**src/rtl/fmul_sched.sv**
```systemverilog
// fmul_sched: two requesters share one pipelined single-precision multiplier,
// each with its own in-order result FIFO.
// Optional macro FMUL_SCHED_RR_EN: round-robin arbitration between the ports.
// Without it the arbitration is fixed priority, with port 0 winning.

// fmul: IEEE-754 single multiply with flush-to-zero and one output register.
module fmul (
  input  logic        clk,
  input  logic        rst,
  input  logic [31:0] x1,
  input  logic [31:0] x2,
  output logic [31:0] y
);
  logic        sgn;
  logic [7:0]  e1, e2;
  logic        z1, z2, inf1, inf2, nan1, nan2;
  logic [47:0] prod;
  logic [22:0] frac;
  logic        grd, stk, rnd;
  logic [23:0] frac_r;
  int          e_n;
  logic [31:0] y_c;

  // Product, normalise, round-to-nearest-even, then special-case selection.
  always_comb begin
    sgn  = x1[31] ^ x2[31];
    e1   = x1[30:23];
    e2   = x2[30:23];
    z1   = (e1 == 8'd0);
    z2   = (e2 == 8'd0);
    inf1 = (e1 == 8'hFF) && (x1[22:0] == 23'd0);
    inf2 = (e2 == 8'hFF) && (x2[22:0] == 23'd0);
    nan1 = (e1 == 8'hFF) && (x1[22:0] != 23'd0);
    nan2 = (e2 == 8'hFF) && (x2[22:0] != 23'd0);
    prod = 48'({1'b1, x1[22:0]}) * 48'({1'b1, x2[22:0]});
    if (prod[47]) begin
      frac = prod[46:24];
      grd  = prod[23];
      stk  = |prod[22:0];
      e_n  = int'(e1) + int'(e2) - 126;
    end else begin
      frac = prod[45:23];
      grd  = prod[22];
      stk  = |prod[21:0];
      e_n  = int'(e1) + int'(e2) - 127;
    end
    rnd    = grd & (stk | frac[0]);
    frac_r = 24'(frac) + 24'(rnd);
    if (frac_r[23]) e_n = e_n + 1;
    y_c = {sgn, 31'd0};
    if (nan1 || nan2 || (inf1 && z2) || (inf2 && z1)) y_c = 32'h7FC00000;
    else if (inf1 || inf2)                            y_c = {sgn, 8'hFF, 23'd0};
    else if (z1 || z2)                                y_c = {sgn, 31'd0};
    else if (e_n >= 255)                              y_c = {sgn, 8'hFF, 23'd0};
    else if (e_n <= 0)                                y_c = {sgn, 31'd0};
    else                                              y_c = {sgn, 8'(e_n), frac_r[22:0]};
  end

  // Output register: product of cycle T operands is visible during T+1.
  always_ff @(posedge clk or posedge rst) begin
    if (rst) y <= 32'd0;
    else     y <= y_c;
  end
endmodule

module fmul_sched #(
  parameter int unsigned RBUF_DEPTH = 2
) (
  input  logic        clk,
  input  logic        rst,
  input  logic [1:0]  req_valid,
  output logic [1:0]  req_ready,
  input  logic [63:0] req_x1,
  input  logic [63:0] req_x2,
  output logic [1:0]  res_valid,
  input  logic [1:0]  res_ready,
  output logic [63:0] res_y,
  output logic        busy
);
  localparam int unsigned PW = $clog2(RBUF_DEPTH);
  localparam int unsigned OW = PW + 1;

  logic [31:0]   mem [2][RBUF_DEPTH];
  logic [PW-1:0] wr_ptr [2];
  logic [PW-1:0] rd_ptr [2];
  logic [OW-1:0] occ [2];
  logic          s_valid;
  logic          s_port;
  logic [1:0]    infl, elig, grant, push, pop;
  logic [31:0]   mx1, mx2, my;
`ifdef FMUL_SCHED_RR_EN
  logic          rr_last;
`endif

  fmul u_fmul (
    .clk (clk),
    .rst (rst),
    .x1  (mx1),
    .x2  (mx2),
    .y   (my)
  );

  // Eligibility counts the in-flight result as occupied space; pops do not free space this cycle.
  always_comb begin
    infl[0] = s_valid & ~s_port;
    infl[1] = s_valid &  s_port;
    for (int i = 0; i < 2; i++) begin
      elig[i] = req_valid[i] &&
                ((32'(occ[i]) + 32'(infl[i])) < 32'(RBUF_DEPTH));
    end
  end

  // Arbitration and operand mux into the shared multiplier.
  always_comb begin
    grant = 2'b00;
`ifdef FMUL_SCHED_RR_EN
    if (elig == 2'b11)  grant = rr_last ? 2'b01 : 2'b10;
    else if (elig[0])   grant = 2'b01;
    else if (elig[1])   grant = 2'b10;
`else
    if (elig[0])        grant = 2'b01;
    else if (elig[1])   grant = 2'b10;
`endif
    req_ready = grant & {2{~rst}};
    mx1 = 32'd0;
    mx2 = 32'd0;
    if (req_ready[0]) begin
      mx1 = req_x1[31:0];
      mx2 = req_x2[31:0];
    end else if (req_ready[1]) begin
      mx1 = req_x1[63:32];
      mx2 = req_x2[63:32];
    end
  end

  // In-flight stage tracks which port owns the product emerging next cycle.
  always_ff @(posedge clk or posedge rst) begin
    if (rst) begin
      s_valid <= 1'b0;
      s_port  <= 1'b0;
    end else begin
      s_valid <= |req_ready;
      s_port  <= req_ready[1];
    end
  end

`ifdef FMUL_SCHED_RR_EN
  // Round-robin pointer remembers the last granted port; moves only on accept.
  always_ff @(posedge clk or posedge rst) begin
    if (rst)             rr_last <= 1'b1;
    else if (|req_ready) rr_last <= req_ready[1];
  end
`endif

  // Push/pop strobes and buffer-facing outputs.
  always_comb begin
    push[0] = infl[0];
    push[1] = infl[1];
    for (int i = 0; i < 2; i++) begin
      res_valid[i] = (occ[i] != OW'(0));
      pop[i]       = res_valid[i] & res_ready[i];
    end
    res_y[31:0]  = res_valid[0] ? mem[0][rd_ptr[0]] : 32'd0;
    res_y[63:32] = res_valid[1] ? mem[1][rd_ptr[1]] : 32'd0;
    busy         = s_valid | (|res_valid);
  end

  // FIFO pointers and occupancy per port.
  always_ff @(posedge clk or posedge rst) begin
    if (rst) begin
      for (int i = 0; i < 2; i++) begin
        wr_ptr[i] <= PW'(0);
        rd_ptr[i] <= PW'(0);
        occ[i]    <= OW'(0);
      end
    end else begin
      for (int i = 0; i < 2; i++) begin
        if (push[i]) wr_ptr[i] <= wr_ptr[i] + PW'(1);
        if (pop[i])  rd_ptr[i] <= rd_ptr[i] + PW'(1);
        if (push[i] && !pop[i])      occ[i] <= occ[i] + OW'(1);
        else if (!push[i] && pop[i]) occ[i] <= occ[i] - OW'(1);
      end
    end
  end

  // FIFO storage; contents are don't-care while empty since res_y is gated.
  always_ff @(posedge clk) begin
    for (int i = 0; i < 2; i++) begin
      if (push[i]) mem[i][wr_ptr[i]] <= my;
    end
  end
endmodule

```
**config.mk**
```make
export PLATFORM = sky130hd
export DESIGN_NAME = fmul_sched
export DESIGN_NICKNAME = d
export VERILOG_FILES = /design/src/rtl/fmul_sched.sv
export SDC_FILE = /design/constraint.sdc
export NUM_CORES = 2
export LEC_CHECK = 0
export ABC_AREA = 1
export ABC_CLOCK_PERIOD_IN_PS = 11900
export CORE_MARGIN = 3
export CORE_UTILIZATION = 50
export CTS_CLUSTER_DIAMETER = 60
export CTS_CLUSTER_SIZE = 8
export DETAILED_ROUTE_END_ITERATION = 16
export PLACE_DENSITY = 0.75
export SETUP_SLACK_MARGIN = 0.3
export SLEW_MARGIN = 30
export SYNTH_ARGS = -nofsm -noshare
export SYNTH_HDL_FRONTEND = slang
export SYNTH_HIERARCHICAL = 1
export SYNTH_SLANG_ARGS = --single-unit
```
**constraint.sdc**
```tcl
create_clock -name clk -period 11.9 [get_ports clk]
set_input_delay 2.38 -clock clk [delete_from_list [all_inputs] [get_ports clk]]
set_output_delay 2.38 -clock clk [all_outputs]
set_load 0.1 [all_outputs]
```
Word-level counts from Yosys, hierarchy flattened
Memories as Yosys holds them, arrays and structs flattened.
Index checks and enable logic that the tools add are counted.

cells by class
  add/sub/neg operators = 15
  $mul = 1
  magnitude comparators = 10
  equal/unequal tests = 2
  mux-type cells = 39
  bitwise gates (word level) = 15
  reductions and logical operators = 38

operator list
  kind                                                                 count
  two-way mux 32 bit                                                   17
  two-way mux 64 bit                                                   4
  two-way mux 31 bit                                                   4
  demux 32 bit (select 1 bit)                                          2
  OR reduction 64 bit                                                  1
  subtractor 32 x 8 -> 32 bit (second input constant)                  2
  multiplier 24 x 24 -> 48 bit                                         1
  zero test 23 bit                                                     2
  nonzero test 23 bit                                                  2
  adder 32 x 2 -> 32 bit (second input constant)                       1
  greater-or-equal comparator 32 x 9 -> 1 bit (second input constant)  1
  <= comparator 32 x 1 -> 1 bit (second input constant)                1
  adder 23 x 1 -> 24 bit                                               1
  two-way mux 23 bit                                                   1
  OR reduction 23 bit                                                  1
  OR reduction 22 bit                                                  1
  equality test 8 bit (second input constant)                          2
  zero test 8 bit                                                      2
  logical AND 1 bit                                                    14
  two-way mux 2 bit                                                    6
  adder 8 x 8 -> 9 bit                                                 1
  greater-or-equal comparator 2 bit (second input constant)            4
  inverter 1 -> 2 bit                                                  4
  nonzero test 2 bit                                                   4
  15 further kinds                                                     41

word-level totals
  register bits = 42
  RAM bits = 128
  input port bits = 134
  output and inout port bits = 69
  logic and storage cells = 130
  memories kept = 1

memories
  name  depth  bits a word  rd ports  clocked after memory_dff  write ports  line  source
  mem   2      64           2         0                         1            83    logic [31:0] mem [2][RBUF_DEPTH];

Logic depth before layout (Yosys ltp)
  word-level depth = 22
  depth in mapped cells = 59

Modules after synthesis
The synthesis kept the hierarchy.

modules (own cells, without submodules)
  module      instances  cells an instance  area an instance (um2)  sequential area each (um2)
  fmul        1          3587               24807.5                 800.8
  fmul_sched  1          637                6439.9                  4093.9

Worst setup path before layout
Ideal clock, no wire load.

  kind = in2reg
  from = in rst
  to = reg u_fmul.y[14]
  arrival = 11.313 ns
  data required time = 11.832 ns
  path slack = 0.519 ns
  cell stages on the path = 52
  buffers on the path = 6
  cell sequence = inv_1 > clkbuf_1 > nand4_1 > nand2_1 > clkbuf_1 > clkbuf_1 > inv_1 > fa_1 > inv_1 > fa_1 > fa_1 > inv_1 > fa_1 > inv_1 > fa_1 > fa_1 > inv_1 > fa_1 > [16 not listed] > ha_1 > nand3_1 > nor2_2 > nand2_1 > nor2_2 > inv_1 > ha_1 > nand2_1 > nor2_1 > nand4_1 > o21ai_2 > nand2_2 > nor2_2 > inv_2 > nor2_4 > nand4_4 > buf_8 > nor2_4

between the ends
  longest elaborated chain between the ends = 17

ends and longest elaborated chain
  element                                                     line    source
  start: declaration                                          70      input logic rst,
  inverter 1 bit *                                            124     req_ready = grant & {2{~rst}};
  bitwise AND 2 bit *                                         124
  two-way mux 32 bit                                          130     end else if (req_ready[1]) begin
  two-way mux 32 bit *                                        127     if (req_ready[0]) begin
  net mx2[0]                                                  90      logic [31:0] mx1, mx2, my;
  multiplier 24 x 24 -> 48 bit                                35      prod = 48'({1'b1, x1[22:0]}) * 48'({1'b1, x2[22:0]});
  OR reduction 23 bit or OR reduction 22 bit (tied branches)  39, 44
  two-way mux 1 bit                                           36      if (prod[47]) begin
  [3 not listed]                                              n/a
  two-way mux 32 bit                                          49      if (frac_r[23]) e_n = e_n + 1;
  <= comparator 32 x 1 -> 1 bit                               55      else if (e_n <= 0) y_c = {sgn, 31'd0};
  two-way mux 31 bit                                          55
  two-way mux 31 bit                                          54      else if (e_n >= 255) y_c = {sgn, 8'hFF, 23'd0};
  two-way mux 31 bit                                          53      else if (z1 || z2) y_c = {sgn, 31'd0};
  two-way mux 31 bit                                          52      else if (inf1 || inf2) y_c = {sgn, 8'hFF, 23'd0};
  two-way mux 32 bit *                                        51      if (nan1 || nan2 || (inf1 && z2) || (inf2 && z1)) y_c = 32'h7FC00000;
  net u_fmul.y_c[14]                                          22      logic [31:0] y_c;
  end signal: assignment                                      62      else y <= y_c;
  end: declaration                                            12      output logic [31:0] y

The timed path passes the listed nets; every way through them passes the cells marked *.
A chain may end at the register's enable or synchronous reset.

Final worst setup path
  from = in req_valid[1]
  to = reg u_fmul.y[0]

between the ends
  longest elaborated chain between the ends = 19

ends and longest elaborated chain
  element                        line  source
  start: declaration             71    input logic [1:0] req_valid,
  logical AND 1 bit *            108   elig[i] = req_valid[i] &&
  two-way mux 2 bit *            122   else if (elig[1]) grant = 2'b10;
  two-way mux 2 bit *            121   if (elig[0]) grant = 2'b01;
  bitwise AND 2 bit *            124
  two-way mux 32 bit *           130
  two-way mux 32 bit *           127
  net mx2[14]                    90
  multiplier 24 x 24 -> 48 bit   35
  [5 not listed]                 n/a
  two-way mux 32 bit             49
  <= comparator 32 x 1 -> 1 bit  55
  two-way mux 31 bit             55
  two-way mux 31 bit             54
  two-way mux 31 bit             53
  two-way mux 31 bit             52
  two-way mux 32 bit *           51
  net u_fmul.y_c[0]              22

Marked as above.

==> qor_table.md <==
| Group | Parameter | Reported |
|---|---|---|
| layout | Share of layout cells above drive strength 1 | 0.127 |
| routing | Number of vias in the routed layout | 28700 |
| grt | Grt total ovfl | 0 |
| yosys | Most used standard cell by instance count after synthesis | sky130_fd_sc_hd__nand2_1 |
| worst setup path | Most used cell along the critical path | sky130_fd_sc_hd__fa_1 |
| clock tree | Root Buffer | sky130_fd_sc_hd__clkbuf_16 |
| worst setup path | Crit path max-delay cell type | sky130_fd_sc_hd__fa_1 |
| floorplanning | CORE AREA | 0.0617 mm2 |
| pwr | Leakage power total | 20.9 nW |
| sta | Setup total negative slack | 0 ns |
| yosys | Share of the yosys chip area belonging to registers | 0.157 |
| sta | Max Clk Rate | 87.0 MHz |
| yosys | Unique cell type count in the Yosys netlist | 48 |
| yosys | Synth async-reset ratio | 0.247 |
| clock tree | H-Tree Level Count | 4 |
| hold path | Endpoint, Worst Hold | mem[0][2] |
| floorplanning | Die Wd | 256 um |
| grt | GR peak layer | met2 |
| hold path | Hold path startpoint | u_fmul/y[2] |
| worst setup path | Data arrival time of the critical path | 11.83 ns |
| clock tree | Bufs on Longest Clock Path | 2 |
| yosys | Total number of yosys warnings | 6 |
| grt | First-pass GRT wire length | 144 mm |
| sta | Worst-case hold slack | 0.490 ns |
| worst setup path | Setup slack, reg-to-reg | 1.86 ns |
| routing | Pre-antenna DRT Iters | 7 |
| yosys | Leading register cell type out of synthesis | sky130_fd_sc_hd__edfxtp_1 |
| hold path | Worst hold path type | flip-flop to flip-flop |
| clock tree | Clock-pin slew reported for the worst setup and hold paths after clock tree synthesis | 0.06 ns |
| worst setup path | Capturing point of the worst reg2reg path | u_fmul/y[0] |
| clock tree | Clk_lat worst skew | 0.41 ns |
| sta | Post-layout worst setup margin | 0.410 ns |
| routing | First-iteration detailed-routing DRC count | 3134 |
| yosys | Number of enable flip-flop cells after synthesis | 128 |
| grt | Largest net degree at the start of global routing | 68 |
| floorplanning | Num ports | 203 |
| pwr | Worst supply voltage drop on vdd | 0.000148 V |
| sta | Number of endpoints failing setup at the final stage | 0 |
| worst setup path | Element type at the critical path start | primary input |
| sta | Final Max Slew Viols | 0 |
| sta | Time the final worst path needs with I/O delays and setup | 11.49 ns |
| grt | GRT met3 Usage | 0.0415 |
| worst setup path | Longest individual stage delay on the worst path | 0.54 ns |
| clock tree | Hold buffer count at cts | 0 |
| place | Placed wire-length estimate after detailed placement | 72.8 mm |
| yosys | Fraction of post-synthesis cell area in the top cell type by area | 0.309 |
| grt | Global-route track usage on met2 | 0.466 |
| worst setup path | Critical Setup Path Class | primary input to flip-flop |
| yosys | Cells taking the most area after synthesis | sky130_fd_sc_hd__fa_1 (31%), sky130_fd_sc_hd__nand2_1 (17%), sky130_fd_sc_hd__inv_1 (13%) |
| place | PortBufs | 202 |
| clock tree | CTS buffer count | 17 |
| worst setup path | Critical Path Sink Type | flip-flop |
| sta | Number of hold violations in the final report | 0 |
| place | Placed cell count | 5252 |
| yosys | Post-synth net total | 5035 |
| layout | Layout net count | 5368 |
| place | Final RePlAce weighted congestion | 0.976 |
| layout | Non-filler instance count after layout | 5408 |
| grt | Antenna violations before repair | 3 |
| clock tree | Clock tree from TritonCTS | yes |
| yosys | Library cell occupying the most area in the post-synthesis netlist | sky130_fd_sc_hd__fa_1 |
| grt | Number of global-route vias before repair | 27500 |
| hold path | Worst hold path stage count | 0 |
| worst setup path | Reg-to-Reg Start | s_port |
| floorplanning | Initial standard-cell utilization of the core | 0.506 |
| yosys | Most instantiated cells after synthesis | sky130_fd_sc_hd__nand2_1 (1391), sky130_fd_sc_hd__inv_1 (1070), sky130_fd_sc_hd__fa_1 (483) |
| grt | Tot GR Track Use | 0.274 |
| yosys | Mapped Area | 0.0312 mm2 |
| run | Max-cap viol count | 0 |
| pwr | Power density over the cells | 184 mW/mm2 |
| sta | Worst clock skew on the final layout | 0.00980 ns |
| layout | Synth-to-Final Area Change | 22.8% |
| routing | Remaining antenna violation count | 0 |
| place | Pre-CTS worst setup slack | -0.208 ns |
| routing | Routed len/inst | 18.6 um |
| routing | Remaining design rule violation count | 0 |
| worst setup path | Critical Path RT | 12.24 ns |
| floorplanning | Die Y-Extent | 256 um |
| outcome | Result of the run | finished, final reports clean |
| sta | Actual transition at the worst max-transition pin | 1.02 ns |
| yosys | Synthesized area per cell | 7.40 um2 |
| sta | Setup repair after global routing missed its margin | true |
| floorplanning | Full die area | 0.0655 mm2 |
| grt | Fraction of met1 tracks used by global routing | 0.371 |
| worst setup path | Highest fanout seen on the critical path | 9 |
| floorplanning | Standard-cell row count | 91 |
| sta | Worst-case headroom to the max-slew limit | 0.321 |
| clock tree | Clock Sinks | 170 |
| yosys | Synth Instances | 4224 |
| routing | Final Routed Wirelength | 100 mm |
| yosys | Count of state elements after synthesis | 170 |
| routing | Post-detailed-route via-to-cell ratio | 5.31 |
| sta | Period utilisation layout | 0.966 |
| worst setup path | Logic depth of the worst register-to-register path | 47 |
## worst max-delay path, delay by kind of cell
family        cells  cell delay, ns
buf+inv          14            2.03
fa+ha+maj         9            3.82
simple gates     27            3.57
## where the power goes
part	internal [mW]	switching, mW	total (mW)
logic	1.91	3.81	5.72
clock network	0.296	0.236	0.532
registers	0.740	0.0488	0.789
## sequential cells by signal (all words and copies together) (netlist names)
| name | flops |
|---|---|
| s_valid | 1 |
| mem | 128 |
| wr_ptr | 2 |
| u_fmul/y | 32 |
| rd_ptr | 2 |
| occ | 4 |
| s_port | 1 |
## per-stage QoR
stage	util	power (mW)	area [um2]
3_3_place_gp	0.569	5.82	35100
6_report	0.622	7.04	38400
2_1_floorplan	-	4.27	31200
5_1_grt	0.622	7.55	38400
3_5_place_dp	0.569	5.87	35100
4_1_cts	0.579	6.43	35700
## placed cells by master (no fill, tap or decap), drive strengths merged, types with 100 or more instances in the layout
| cell | n |
|---|---|
| nand4 | 101 |
| buf | 255 |
| clkdlybuf4s50 | 198 |
| edfxtp | 128 |
| fa | 483 |
| nor2 | 181 |
| a21oi | 100 |
| nand2 | 1417 |
| inv | 1091 |
| nand3 | 177 |
| ha | 194 |
## worst max-delay path by stage
stage | slack, ns | end | startpoint
2_1_floorplan | 0.52 | u_fmul/y[14] | rst
3_3_place_gp | -0.05 | u_fmul/y[10] | rst
3_5_place_dp | -0.21 | u_fmul/y[10] | rst
4_1_cts | 0.32 | u_fmul/y[1] | rst
5_1_grt | 0.11 | u_fmul/y[0] | req_valid[1]
6_report | 0.41 | u_fmul/y[0] | req_valid[1]
## layout make-up
type                       count  area (um2)
inverter                    1088        4090
antenna                        1        2.50
clock inverter                15         154
tap                          837        1050
timing repair buffer         482        5320
multi-input combinational   2798       22400
clock buffer                  17         425
sequential                   170        4890
fill                        5122       23300
## per-layer routing
metal	up-vias	part of all wire
li1	13100	-
met1	13800	0.39
met2	1532	0.46
met3	294	0.11
met4	2	0.040
met5	-	0.00013
## cells by family (layout without fill, tap and decap cells)
kind of cell | after synthesis | after routing | share of synthesized area
other | 0 | 1 | 0
AND/OR/NAND/NOR | 1922 | 1925 | 0.260
buffers and inverters | 1259 | 1602 | 0.157
adder cells (fa/ha/maj) | 677 | 677 | 0.387
XOR/XNOR | 55 | 55 | 0.0154
AO/OA/AOI/OAI | 141 | 141 | 0.0242
flip-flops | 170 | 170 | 0.157
## what timing repair did
| action | CTS | global route |
|---|---|---|
| pin swaps | 0 | 129 |
| setup buffers | 0 | 88 |
| endpoints found under the setup margin | 30 | 31 |
| cloned | 0 | 35 |
| resized for setup | 3 | 267 |
No activity file was read; power rests on OpenSTA's default activity.
